<file path="config.mk">
export PLATFORM = sky130hd
export DESIGN_NAME = local_bus_arbiter
export DESIGN_NICKNAME = d
export VERILOG_FILES = /design/src/rtl/local_bus_arbiter.sv
export SDC_FILE = /design/constraint.sdc
export NUM_CORES = 1
export LEC_CHECK = 0
export ABC_AREA = 1
export BUFFER_PORTS_ARGS = -buffer_cell sky130_fd_sc_hd__buf_2
export CORE_MARGIN = 3
export CORE_UTILIZATION = 40
export DETAILED_ROUTE_END_ITERATION = 8
export PLACE_DENSITY = 0.66
export SLEW_MARGIN = 20
export SYNTH_ARGS = -nofsm -noshare
export SYNTH_HDL_FRONTEND = slang
export SYNTH_SLANG_ARGS = --single-unit
</file>
<file path="constraint.sdc">
create_clock -name i_bclk -period 2.9 [get_ports i_bclk]
set_input_delay 0.29 -clock i_bclk [delete_from_list [all_inputs] [get_ports i_bclk]]
set_output_delay 0.29 -clock i_bclk [all_outputs]
set_load 0.02 [all_outputs]
</file>
<file path="src/rtl/local_bus_arbiter.sv">
// rtl/local_bus_arbiter.sv - 68040 local bus arbiter for CPU, PCI bridge and DMA masters
//
// Purpose : grants the local bus to one of three masters. The CPU is the
//           parking master. Every change of owner goes through REVOKE, which
//           waits for the bus to go idle, and then DEAD, which holds the bus
//           with no grant for TURNAROUND clocks before the next owner is chosen.
// Ports   : i_bclk                 bus clock, rising edge
//           i_nreset               asynchronous active-low reset
//           i_nbr_cpu/pci/dma      bus requests, active low
//           i_nbb                  bus busy, active low
//           i_nts / i_nta          transfer start / transfer acknowledge, active low
//           o_nbg_cpu/pci/dma      registered bus grants, active low, at most one low
//           o_owner                00 CPU, 01 PCI, 10 DMA, 11 none
//           o_bus_idle             registered (nBB high and no transfer outstanding)
// Config  : define ARB_TENURE_LIMIT_EN to let a contested PCI/DMA tenure be
//           cut off after TENURE_MAX busy clocks.
module local_bus_arbiter #(
   parameter int unsigned TENURE_MAX = 64,
   parameter int unsigned TURNAROUND = 1
) (
   input  logic       i_bclk,
   input  logic       i_nreset,
   input  logic       i_nbr_cpu,
   input  logic       i_nbr_pci,
   input  logic       i_nbr_dma,
   input  logic       i_nbb,
   input  logic       i_nts,
   input  logic       i_nta,
   output logic       o_nbg_cpu,
   output logic       o_nbg_pci,
   output logic       o_nbg_dma,
   output logic [1:0] o_owner,
   output logic       o_bus_idle
);

   localparam logic [1:0] OWN_CPU  = 2'b00;
   localparam logic [1:0] OWN_PCI  = 2'b01;
   localparam logic [1:0] OWN_DMA  = 2'b10;
   localparam logic [1:0] OWN_NONE = 2'b11;
   localparam logic [1:0] LP_DEAD_LAST = 2'(TURNAROUND - 1);
   localparam logic [7:0] LP_TENURE    = 8'(TENURE_MAX);

   typedef enum logic [2:0] {
      ST_GRANT_CPU = 3'd0,
      ST_GRANT_PCI = 3'd1,
      ST_GRANT_DMA = 3'd2,
      ST_REVOKE    = 3'd3,
      ST_DEAD      = 3'd4
   } state_t;

   state_t     r_state;
   state_t     w_next_state;
   state_t     w_winner;
   logic       r_req_pci;
   logic       r_req_dma;
   logic       r_flag;
   logic       r_bus_idle;
   logic [1:0] r_dead_cnt;
   logic       w_dma_ok;
   logic       w_pci_ok;
   logic       w_tenure_hit;
   logic       w_nbg_cpu;
   logic       w_nbg_pci;
   logic       w_nbg_dma;
   logic [1:0] w_owner;

   // Requests are registered once, so arbitration decisions always act on a
   // request one clock after it was sampled.
   always_ff @(posedge i_bclk or negedge i_nreset) begin
      if (!i_nreset) begin
         r_req_pci  <= 1'b0;
         r_req_dma  <= 1'b0;
         r_flag     <= 1'b0;
         r_bus_idle <= 1'b0;
         r_dead_cnt <= 2'd0;
      end else begin
         r_req_pci  <= ~i_nbr_pci;
         r_req_dma  <= ~i_nbr_dma;
         // A start seen together with an acknowledge belongs to a new transfer.
         r_flag     <= ~i_nts | (r_flag & i_nta);
         r_bus_idle <= i_nbb & ~r_flag;
         r_dead_cnt <= (r_state == ST_DEAD) ? r_dead_cnt + 2'd1 : 2'd0;
      end
   end

`ifdef ARB_TENURE_LIMIT_EN
   logic       r_req_cpu;
   logic [7:0] r_tenure;
   logic [1:0] r_demote;   // master cut off by the tenure limit, ranked last once

   always_ff @(posedge i_bclk or negedge i_nreset) begin
      if (!i_nreset) begin
         r_req_cpu <= 1'b0;
         r_tenure  <= 8'd0;
         r_demote  <= OWN_NONE;
      end else begin
         r_req_cpu <= ~i_nbr_cpu;
         if ((w_next_state != r_state) &&
             (w_next_state == ST_GRANT_PCI || w_next_state == ST_GRANT_DMA))
            r_tenure <= 8'd0;
         else if (!i_nbb && r_tenure != 8'hFF)
            r_tenure <= r_tenure + 8'd1;
         if ((r_state == ST_GRANT_PCI || r_state == ST_GRANT_DMA) &&
             w_next_state == ST_REVOKE && w_tenure_hit)
            r_demote <= (r_state == ST_GRANT_PCI) ? OWN_PCI : OWN_DMA;
         else if (r_state == ST_DEAD && r_dead_cnt == LP_DEAD_LAST)
            r_demote <= OWN_NONE;
      end
   end

   assign w_tenure_hit = (r_tenure >= LP_TENURE) &&
                         (((r_state == ST_GRANT_PCI) && (r_req_dma || r_req_cpu)) ||
                          ((r_state == ST_GRANT_DMA) && (r_req_pci || r_req_cpu)));
   assign w_dma_ok = r_req_dma && !(r_demote == OWN_DMA && (r_req_pci || r_req_cpu));
   assign w_pci_ok = r_req_pci && !(r_demote == OWN_PCI && (r_req_dma || r_req_cpu));
`else
   // The CPU request never changes the outcome when it only parks the bus.
   logic w_unused;
   assign w_unused     = ^{i_nbr_cpu, LP_TENURE};
   assign w_tenure_hit = 1'b0;
   assign w_dma_ok     = r_req_dma;
   assign w_pci_ok     = r_req_pci;
`endif

   assign w_winner = w_dma_ok ? ST_GRANT_DMA : (w_pci_ok ? ST_GRANT_PCI : ST_GRANT_CPU);

   always_ff @(posedge i_bclk or negedge i_nreset) begin
      if (!i_nreset)
         r_state <= ST_GRANT_CPU;
      else
         r_state <= w_next_state;
   end

   always_comb begin
      w_next_state = r_state;
      case (r_state)
         ST_GRANT_CPU: if (r_req_pci || r_req_dma) w_next_state = ST_REVOKE;
         ST_GRANT_PCI: if (r_req_dma || (!r_req_pci && r_bus_idle) || w_tenure_hit)
                          w_next_state = ST_REVOKE;
         ST_GRANT_DMA: if ((!r_req_dma && r_bus_idle) || w_tenure_hit)
                          w_next_state = ST_REVOKE;
         ST_REVOKE:    if (r_bus_idle) w_next_state = ST_DEAD;
         ST_DEAD:      if (r_dead_cnt == LP_DEAD_LAST) w_next_state = w_winner;
         default:      w_next_state = ST_GRANT_CPU;
      endcase
   end

   // Outputs are decoded from the next state and registered, so grants move
   // on the same edge as the state.
   always_comb begin
      w_nbg_cpu = 1'b1;
      w_nbg_pci = 1'b1;
      w_nbg_dma = 1'b1;
      w_owner   = OWN_NONE;
      case (w_next_state)
         ST_GRANT_CPU: begin w_nbg_cpu = 1'b0; w_owner = OWN_CPU; end
         ST_GRANT_PCI: begin w_nbg_pci = 1'b0; w_owner = OWN_PCI; end
         ST_GRANT_DMA: begin w_nbg_dma = 1'b0; w_owner = OWN_DMA; end
         default:      w_owner = OWN_NONE;
      endcase
   end

   always_ff @(posedge i_bclk or negedge i_nreset) begin
      if (!i_nreset) begin
         o_nbg_cpu <= 1'b0;
         o_nbg_pci <= 1'b1;
         o_nbg_dma <= 1'b1;
         o_owner   <= OWN_CPU;
      end else begin
         o_nbg_cpu <= w_nbg_cpu;
         o_nbg_pci <= w_nbg_pci;
         o_nbg_dma <= w_nbg_dma;
         o_owner   <= w_owner;
      end
   end

   assign o_bus_idle = r_bus_idle;

endmodule
</file>
==> results of run 1 <==
[synth_stat cells]
master    n
o22ai_2   1
inv_1    12
o21ai_0   2
inv_2     7
nand2_1  16
nor2_4    2
nand2_2   7
dfrtp_1  12
nor2_1    8
nand3_2   2
nand3_1   3
ha_1      1
dfstp_2   2
[power by group]
| part | total [mW] | switching, mW | internal [mW] |
|---|---|---|---|
| logic | 0.303 | 0.202 | 0.101 |
| registers | 0.284 | 0.0285 | 0.255 |
| clock network | 0.135 | 0.0587 | 0.0763 |
| total | 0.722 | 0.289 | 0.433 |
[registers in the layout, indices dropped and copies added, names as in the netlist]
name	count
r_state	3
o_owner	2
r_dead_cnt	2
o_bus_idle	1
o_nbg_cpu	1
o_nbg_dma	1
o_nbg_pci	1
r_flag	1
r_req_dma	1
r_req_pci	1
[how the worst min path moves through the flow]
stage | endpoint | slack [ns] | cells after the start
2_1_floorplan | o_bus_idle$_DFF_PN0_ | -0.006 | 0
4_1_cts | r_req_pci$_DFF_PN0_ | 0.14 | 2
3_3_place_gp | r_flag$_DFF_PN0_ | 0.19 | 1
3_5_place_dp | o_bus_idle$_DFF_PN0_ | 0.19 | 1
6_report | r_req_pci$_DFF_PN0_ | 0.15 | 2
5_1_grt | r_req_pci$_DFF_PN0_ | 0.14 | 2
[area by class of cell]
type	count	area share
Timing Repair Buffer	13	0.09032
Clock buffer	4	0.04677
Multi-Input combinational cell	42	0.2919
Inverter	19	0.09194
Sequential cell	14	0.4548
Tap cell	15	0.02419
[layer usage]
layer / GRT usage / vias up / part of all wire / routed length (µm)
met5: 0 / - / 0 / 0
met4: 0.09659 / 0 / 0.020 / 21
met3: 0.01563 / 2 / 0.034 / 35
met2: 0.1813 / 9 / 0.47 / 480
met1: 0.1605 / 206 / 0.48 / 492
li1: - / 256 / - / -
[metrics by stage]
| step | std cells | hold WS (ns) | power [mW] | util |
|---|---|---|---|---|
| 2_1_floorplan | 75 | -0.005591 | 0.5207 | - |
| 4_1_cts | 107 | 0.1430 | 0.7313 | 0.5482 |
| 5_1_grt | 107 | 0.1376 | 0.7805 | 0.5482 |
| 3_3_place_gp | 102 | 0.1922 | 0.5874 | 0.5155 |
| 6_report | 107 | 0.1533 | 0.7220 | 0.5482 |
| 3_5_place_dp | 102 | 0.1917 | 0.5943 | 0.5155 |
[cell families after synthesis]
logic type,count (synthesis),synth area share
DFF,14,0.5423
AOI/OAI and AO/OA,3,0.03461
adders and majority gates,1,0.01923
buffers and inverters,19,0.1096
and+or+nand+nor,38,0.2942
[what timing repair did]
item	in CTS	in global routing
hold buffers	1	0
setup endpoints to repair	0	0
endpoints found under the hold margin	12	0
==> impl_results.md, run 1 <==
- Status: complete, no violations
- Remaining DRCs: 0
- Initial antenna violation count: 0
- CP delay by family, top: simple AND/OR/NAND/NOR gates
- Startpoint types: flop
- Most frequent cells in the layout: nand2_1 (16), inv_1 (12), buf_2 (12), dfrtp_1 (12), nor2_1 (8)
- Mapped Cells: 75
- Die area: roughly 0.0021 mm²
- R2R Path End: o_nbg_cpu$_DFF_PN0_
- Vias: between 400 and 500
- # setup viols final: 0
- Worst Hold Class: input port to flop
- Iter 0 DRT Violations: 8
- Nets: just over 100
- Req. time, crit path: roughly 3.1 ns
- WP buf/inv: 1
- CP peak stage delay: between 0.3 and 0.4 ns
- Setup repair bufs after CTS: 0
- Final worst slack: 1.665 ns
- Largest net degree at the start of global routing: 15
- Vias per inst: 4.421
- Fin area: 775.7 µm²
- Worst EP arrival: roughly 1.4 ns
- P_leak: 0.4209 nW
- Htree depth: 1
- Place WS: about 1.7 ns
- Area occupied by multi-input gates: between 200 and 250 µm²
- Reg clk slew, reported paths: ~0.080 ns
- Max-Slew Margin vs Limit: 0.8061
- First drt pass iteration count: 4
- Post-Synthesis Cell Area: 650.6 µm²
- Num ports: 14
- Port bufs: 12
- CP max stage cell: dfrtp_1
- Crit path from: r_dead_cnt[0]$_DFF_PN0_
- Fillers: between 100 and 150
- Worst Setup EP: o_nbg_cpu$_DFF_PN0_
- CP endpoint kind: flop
- Final period utilization: 0.4257
- Min-delay src: i_nbr_pci
- Post-synthesis cell type count: 13
- Total Routed Length: approximately 1000 µm
- Synth area leader: dfrtp_1
- Part of the Yosys area used for sequential elements: 0.5423
- Final hold violation count: 0
- CP max FO: 4
- Number of CTS-inserted buffers: 3
- RSZ-0062 raised after global routing: no
- Syn nets: between 80 and 90
- FF/Latch Area: about 350 µm²
- Area post-placement: 729.5 µm²
- RR Startpoint: r_dead_cnt[0]$_DFF_PN0_
- Crit-path cells: inv_1 -> ha_1 -> nand2_1 -> o21ai_0 -> nand2_1 -> nand2_2 -> nor2_4 -> nand3_1
- Power per Cell Area: 930.7 mW/mm²
- WP depth: 8
- Reg2Reg Setup Slack: 1.67 ns
- Synthesis Warnings: 0
- Peak supply drop: 516.5 µV
- Post-synth top area share: 0.4615
- Global-route wire length before repair: 1807 µm
- Setup TNS: 0 ns
- Die extent in y: about 46 µm
- Final Skew: 0.005637 ns
- Worst skew pair latency: about 0.27 ns
- Kind of critical path: flop to flop
- Tot GR Track Use: 0.1230
- Post-route ant nets: 0
- Chip width: ~46 µm
- Most frequent CP cell: nand2_1
- Area Overhead vs Synth: 19.23%
- Syn_area_per_cell: ~8.7 µm²
- Most common cell after layout, fill and taps aside: nand2_1
- Clk buf depth: 2
- CTS tree: yes
- Worst-Margin Slew: 0.2878 ns
- Max_cap viols: 0
- Site row count: 13
- Number of synthesized register bits: 14
- Area contributors post-synth: dfrtp_1 (46%), nand2_1 (9.2%), dfstp_2 (8.1%), inv_1 (6.9%), nand2_2 (6.7%)
- Root Driver: clkbuf_4
- Layout cells sized above 1: 0.4022
- N_diodes: 0
- Routability cong.: between 0.8 and 0.9
- Global route total overflow: 0
- Core ar.: around 0.0014 mm²
- Drt wl/cell: about 9.6 µm
- R2R depth: 8
- Fmax: 0.8099 GHz
- Starting Density: 0.4598
- DP HPWL: 853.9 µm
- Max-slew violation count: 0
- Sink Count: 14
- Tmin final: between 1 and 1.5 ns
- Vias in the first global route: 452
- CTS resizes: 0
(Power assumes the default switching activity.)
==> run 2, diff against run 1 <==
clock period = 1.2 ns   (was 2.9 ns; I/O delays follow)
==> run 2 against run 1 <==
  * Register-to-register slack worse by 1.6 ns
  * Via count is 6.3% higher
  * Die area is the same
  * Critical path type unchanged
  * Largest power group unchanged
  * Highest routed layer unchanged
==> impl_results.md, run 2 (same netlist as run 1, synthesis figures left out) <==
- P_leak: between 0.4 and 0.5 nW
- Final period utilization: 0.9551
- First drt pass iteration count: 4
- Site row count: 13
- Vias in the first global route: roughly 460
- Most common cell after layout, fill and taps aside: nand2_1
- Max FFs per register: 3
- Top reg by flops: r_state
- Area post-placement: roughly 740 µm²
- Startpoint types: flop
- Largest net degree at the start of global routing: 15
- Final Skew: about 0.0015 ns
- Nets: 107
- RSZ-0062 raised after global routing: yes
- Peak supply drop: 1234 µV
- Area Overhead vs Synth: 29.81%
- Routability cong.: about 0.84
- Core ar.: between 0.001 and 0.0015 mm²
- Internal Dissipation: 1.079 mW
- Die extent in y: between 40 and 50 µm
- Fillers: around 130
- Met2 Usage GRT: 0.1868
- Chip width: 46.33 µm
- Met1 GRT Util: 0.1514
- Global-route wire length before repair: between 1500 and 2000 µm
- Worst Hold Class: input port to flop
- Kind of critical path: flop to flop
- Clk buf depth: 2
- CP peak stage delay: around 0.36 ns
- Switching Share: 0.4032
- Req. time, crit path: ~1.4 ns
- Max-Slew Margin vs Limit: 0.7998
- CP endpoint kind: flop
- Fin area: 844.6 µm²
- Comb power frac: 0.431
- Post-route ant nets: 0
- Top Registers: r_state x3, o_owner x2, r_dead_cnt x2
- Power per Cell Area: ~2100 mW/mm²
- N_diodes: 0
- Tmin final: 1.146 ns
- Port bufs: 12
- Status: complete, no violations
- Drt wl/cell: about 9.5 µm
- Reg clk slew, reported paths: 0.08 ns
- Total Routed Length: between 1000 and 1500 µm
- Crit-path cells: inv_2 -> ha_4 -> nand2_1 -> nor2_1 -> nand2_2 -> nand2_2 -> nor2_4 -> nand3_2
- Layout cells sized above 1: 0.4845
- Switching power: approximately 730 µW
- CTS tree: yes
- Sink Count: 14
- Max-slew violation count: 0
- Worst EP arrival: 1.31 ns
- # setup viols final: 0
- Sequential Power Share: 0.386
- Number of CTS-inserted buffers: 3
- Htree depth: 1
- Most frequent CP cell: nand2_2
- Min-delay src: i_nta
- Starting Density: 0.4598
- CP max FO: 4
- Tot GR Track Use: 0.1191
- Remaining DRCs: 0
- Vias per inst: approximately 4.5
- DP HPWL: 840.5 µm
- Global route total overflow: 0
- Clock power share: 0.183
- Busiest grt layer: met2
- Initial antenna violation count: 0
- Vias: between 500 and 600
- Num ports: 14
- Iter 0 DRT Violations: 4
- Die area: 0.002146 mm²
- Worst skew pair latency: approximately 0.27 ns
- Met3 GRT Util: 0.01172
- Root Driver: clkbuf_4
- Most frequent cells in the layout: nand2_1 (15), buf_2 (12), dfrtp_1 (11)
- Fmax: about 0.87 GHz
- Max_cap viols: 0
- Total Power: roughly 1.8 mW
- Crit path from: r_dead_cnt[0]$_DFF_PN0_
- RR Startpoint: r_dead_cnt[0]$_DFF_PN0_
- Worst-Margin Slew: 0.3004 ns
- Final hold violation count: 0
- CP max stage cell: dfrtp_1
## run 2: cell count changes in the layout (fill, tap and decap cells not counted), sizes merged
cell and change:
dlygate4sd3 +3, buf +2
## run 2: area by class of cell
class | instances | area (µm²) | share of cell area
multi-input combinational | 42 | 249.0 | 0.2948
inverter | 19 | 71.32 | 0.08444
clock buffer | 4 | 36.28 | 0.04296
timing repair buffer | 18 | 115.1 | 0.1363
tap | 15 | 18.77 | 0.02222
sequential | 14 | 354.1 | 0.4193
## run 2: final timing paths
path / slack, ns / end / cells after the start
max in group asynchronous: 0.65 / o_nbg_pci$_DFF_PN1_ / 2
max: 0.05 / o_nbg_cpu$_DFF_PN0_ / 8
max reg2reg: 0.05 / o_nbg_cpu$_DFF_PN0_ / 8
min in group asynchronous: 0.26 / r_flag$_DFF_PN0_ / 2
min: 0.04 / r_flag$_DFF_PN0_ / 3
min reg2reg: 0.43 / o_bus_idle$_DFF_PN0_ / 1
## run 2: stage by stage
stage | utilization | TNS (ns) | std cells | setup slack (ns) | hold WS (ns)
after floorplan | - | 0 | 75 | 0.07203 | -0.1756
after global placement | 0.5208 | -0.02831 | 103 | -0.02831 | 0.02191
after detailed placement | 0.5208 | -0.03261 | 103 | -0.03261 | 0.02291
after CTS | 0.5836 | 0 | 111 | 0.003068 | 0.03495
after global routing | 0.5968 | -0.02579 | 112 | -0.02047 | 0.05133
final | 0.5968 | 0 | 112 | 0.05392 | 0.03686
## run 2: repair_timing
action / CTS / global route
gates cloned: 0 / 0
pin swaps: 2 / 7
setup endpoints to repair: 2 / 5
hold buffers: 4 / 0
resized for setup: 4 / 6
buffers inserted: 0 / 1
endpoints found under the hold margin: 17 / 0
## run 2: metal layers
metal | vias to the layer above | wire (µm)
met3 | 2 | 44
met5 | - | 0
li1 | 263 | -
met2 | 14 | 502
met4 | 0 | 21
met1 | 224 | 500
## run 2: power by group through the flow
stage | Sequential (mW) | Combinational [mW] | Clock [mW]
after floorplan | 0.791 | 0.468 | 0
after global placement | 0.697 | 0.724 | 0
after detailed placement | 0.697 | 0.739 | 0
after CTS | 0.689 | 0.756 | 0.340
after global routing | 0.712 | 0.876 | 0.360
final | 0.699 | 0.780 | 0.330
## run 2: critical path, delay by kind of cell (launching register included)
family	cells	cell delay, ns
adders and majority gates	1	0.16
buffers and inverters	1	0.05
DFF	1	0.36
and+or+nand+nor	6	0.46
==> run 3, diff against run 2 <==
==> constraint.sdc (replaced) <==
create_clock -name i_bclk -period 1.2 [get_ports i_bclk]
set_input_delay 0.24 -clock i_bclk [delete_from_list [all_inputs] [get_ports i_bclk]]
set_output_delay 0.24 -clock i_bclk [all_outputs]
set_load 0.02 [all_outputs]
==> run 3 against run 2 <==
  * Count of clock-buffer cells in the layout did not move
  * Non-clock buffer count fell by 3
  * Final cell count fell by 2.7%
  * Combinational power rose by 5.6%
  * Largest cell class unchanged
  * Highest routed layer unchanged
==> impl_results.md, run 3 (same netlist as run 1, synthesis figures left out) <==
- Final hold violation count: 0
- CP max FO: 1
- First drt pass iteration count: 3
- Global route total overflow: 0
- Power per Cell Area: around 2300 mW/mm²
- Global-route wire length before repair: approximately 1700 µm
- Root Driver: clkbuf_4
- FF/Latch Area: around 360 µm²
- CP endpoint kind: output port
- Startpoint types: flop
- CP peak stage delay: around 0.52 ns
- Initial antenna violation count: 0
- Sink Count: 14
- Site row count: 13
- Kind of critical path: flop to output port
- Most frequent cells in the layout: nand2_1 (15), inv_1 (10), buf_2 (10), dfrtp_1 (10), inv_2 (9)
- Vias in the first global route: roughly 400
- Worst skew pair latency: ~0.27 ns
- Remaining DRCs: 0
- Iter 0 DRT Violations: 3
- Top reg by flops: r_state
- Vias: about 480
- Switching Share: 0.3932
- Fin area: between 800 and 900 µm²
- Core ar.: between 0.001 and 0.0015 mm²
- Max_cap viols: 0
- Crit-path cells: buf_4
- RSZ-0062 raised after global routing: yes
- CTS tree: yes
- Area Overhead vs Synth: 26.73%
- CP max stage cell: dfstp_2
- Tot GR Track Use: 0.1158
- Peak supply drop: about 1300 µV
- CP delay by family, top: flip-flops
- Vias per inst: 4.431
- Final cell count without fillers: 109
- # setup viols final: 0
- Clock power share: 0.177
- Max-Slew Margin vs Limit: 0.8114
- Fillers: between 100 and 150
- Sequential Power Share: 0.381
- Reg clk slew, reported paths: around 0.080 ns
- WP buf/inv: 1
- Internal Dissipation: 1.132 mW
- Post-Place Cells: 103
- Die area: 0.002146 mm²
- Total Power: roughly 1.9 mW
- Routability cong.: ~0.84
- Total Routed Length: just over 1000 µm
- Layout cells sized above 1: 0.5000
- Req. time, crit path: approximately 0.96 ns
- Num ports: 14
- Fmax: between 0.8 and 0.9 GHz
- Drt wl/cell: roughly 9.5 µm
- Comb power frac: 0.442
- Top Registers: r_state x3, o_owner x2, r_dead_cnt x2
- Port bufs: 12
- Nets: between 100 and 150
- P_leak: about 0.43 nW
- Area occupied by multi-input gates: 249.0 µm²
- Final period utilization: 0.9670
- Clk buf depth: 2
- Die extent in y: approximately 46 µm
- Switching power: roughly 730 µW
- Most common cell after layout, fill and taps aside: nand2_1
- Worst EP arrival: 0.92 ns
- Number of CTS-inserted buffers: 3
- Status: complete, no violations
- N_diodes: 0
- Chip width: approximately 46 µm
- Starting Density: 0.4598
- Area post-placement: between 700 and 800 µm²
- DP HPWL: 833 µm
- Htree depth: 1
- Worst Hold Class: input port to flop
- Worst-Margin Slew: 0.2800 ns
- Largest net degree at the start of global routing: 15
- Post-route ant nets: 0
- Max-slew violation count: 0
- Tmin final: around 1.2 ns
- Final Skew: around 0.0006 ns
- Max FFs per register: 3
-- run 3: changes by cell type in the layout (fill, tap and decap cells not counted) --
cell,change
buf_2,-2
dfrtp_1,-1
buf_4,+1
dlygate4sd3_1,-3
inv_1,+1
inv_2,-1
dfrtp_2,+1
buf_6,+1
-- run 3: repair_timing --
action                     CTS  global route
setup endpoints to repair    2             8
buffers inserted             0             1
cloned                       0             0
hold buffers                 1             0
hold endpoints to repair    12             0
pin swaps                    2             8
resized for setup            3            10
-- run 3: metrics by stage --
step	setup TNS, ns	util	setup slack [ns]	hold slack [ns]
6_report	0	0.5827	0.03963	0.09519
5_1_grt	-0.06478	0.5827	-0.02837	0.09343
4_1_cts	0	0.5623	0.0003419	0.08825
3_5_place_dp	-0.02948	0.5208	-0.02948	0.1420
3_3_place_gp	-0.02827	0.5208	-0.02827	0.1419
2_1_floorplan	0	-	0.07203	-0.05559
-- run 3: power groups by stage --
stage          logic [mW]  registers (mW)  clock network (mW)
6_report            0.824           0.711               0.331
5_1_grt             0.920           0.728               0.365
2_1_floorplan       0.468           0.791                   0
3_5_place_dp        0.740           0.697                   0
4_1_cts             0.750           0.688               0.341
3_3_place_gp        0.724           0.697                   0
-- run 3: worst paths after layout --
kind | start | end | slack (ns) | cells past startpoint
setup / recovery | o_nbg_pci$_DFF_PN1_ | o_nbg_pci | 0.04 | 1
hold / removal | i_nbr_pci | r_req_pci$_DFF_PN0_ | 0.1 | 2
setup reg to reg | r_dead_cnt[0]$_DFF_PN0_ | o_nbg_pci$_DFF_PN1_ | 0.06 | 9
hold reg to reg | r_flag$_DFF_PN0_ | o_bus_idle$_DFF_PN0_ | 0.43 | 1
max in group asynchronous | i_nreset | o_nbg_pci$_DFF_PN1_ | 0.55 | 2
min in group asynchronous | i_nreset | r_flag$_DFF_PN0_ | 0.38 | 2
-- run 3: layout make-up --
class                      instances  area share
sequential                        14      0.4310
inverter                          19     0.08649
clock buffer                       4     0.04401
timing repair buffer              15      0.1138
multi-input combinational         42      0.3020
tap                               15     0.02276
-- run 3: metal layers --
| metal | track usage | up-vias | part of all wire |
|---|---|---|---|
| met5 | 0 | - | 0 |
| met4 | 0.08523 | 0 | 0.022 |
| met3 | 0.01563 | 2 | 0.038 |
| met2 | 0.1731 | 9 | 0.47 |
| met1 | 0.1510 | 213 | 0.47 |
| li1 | - | 259 | - |
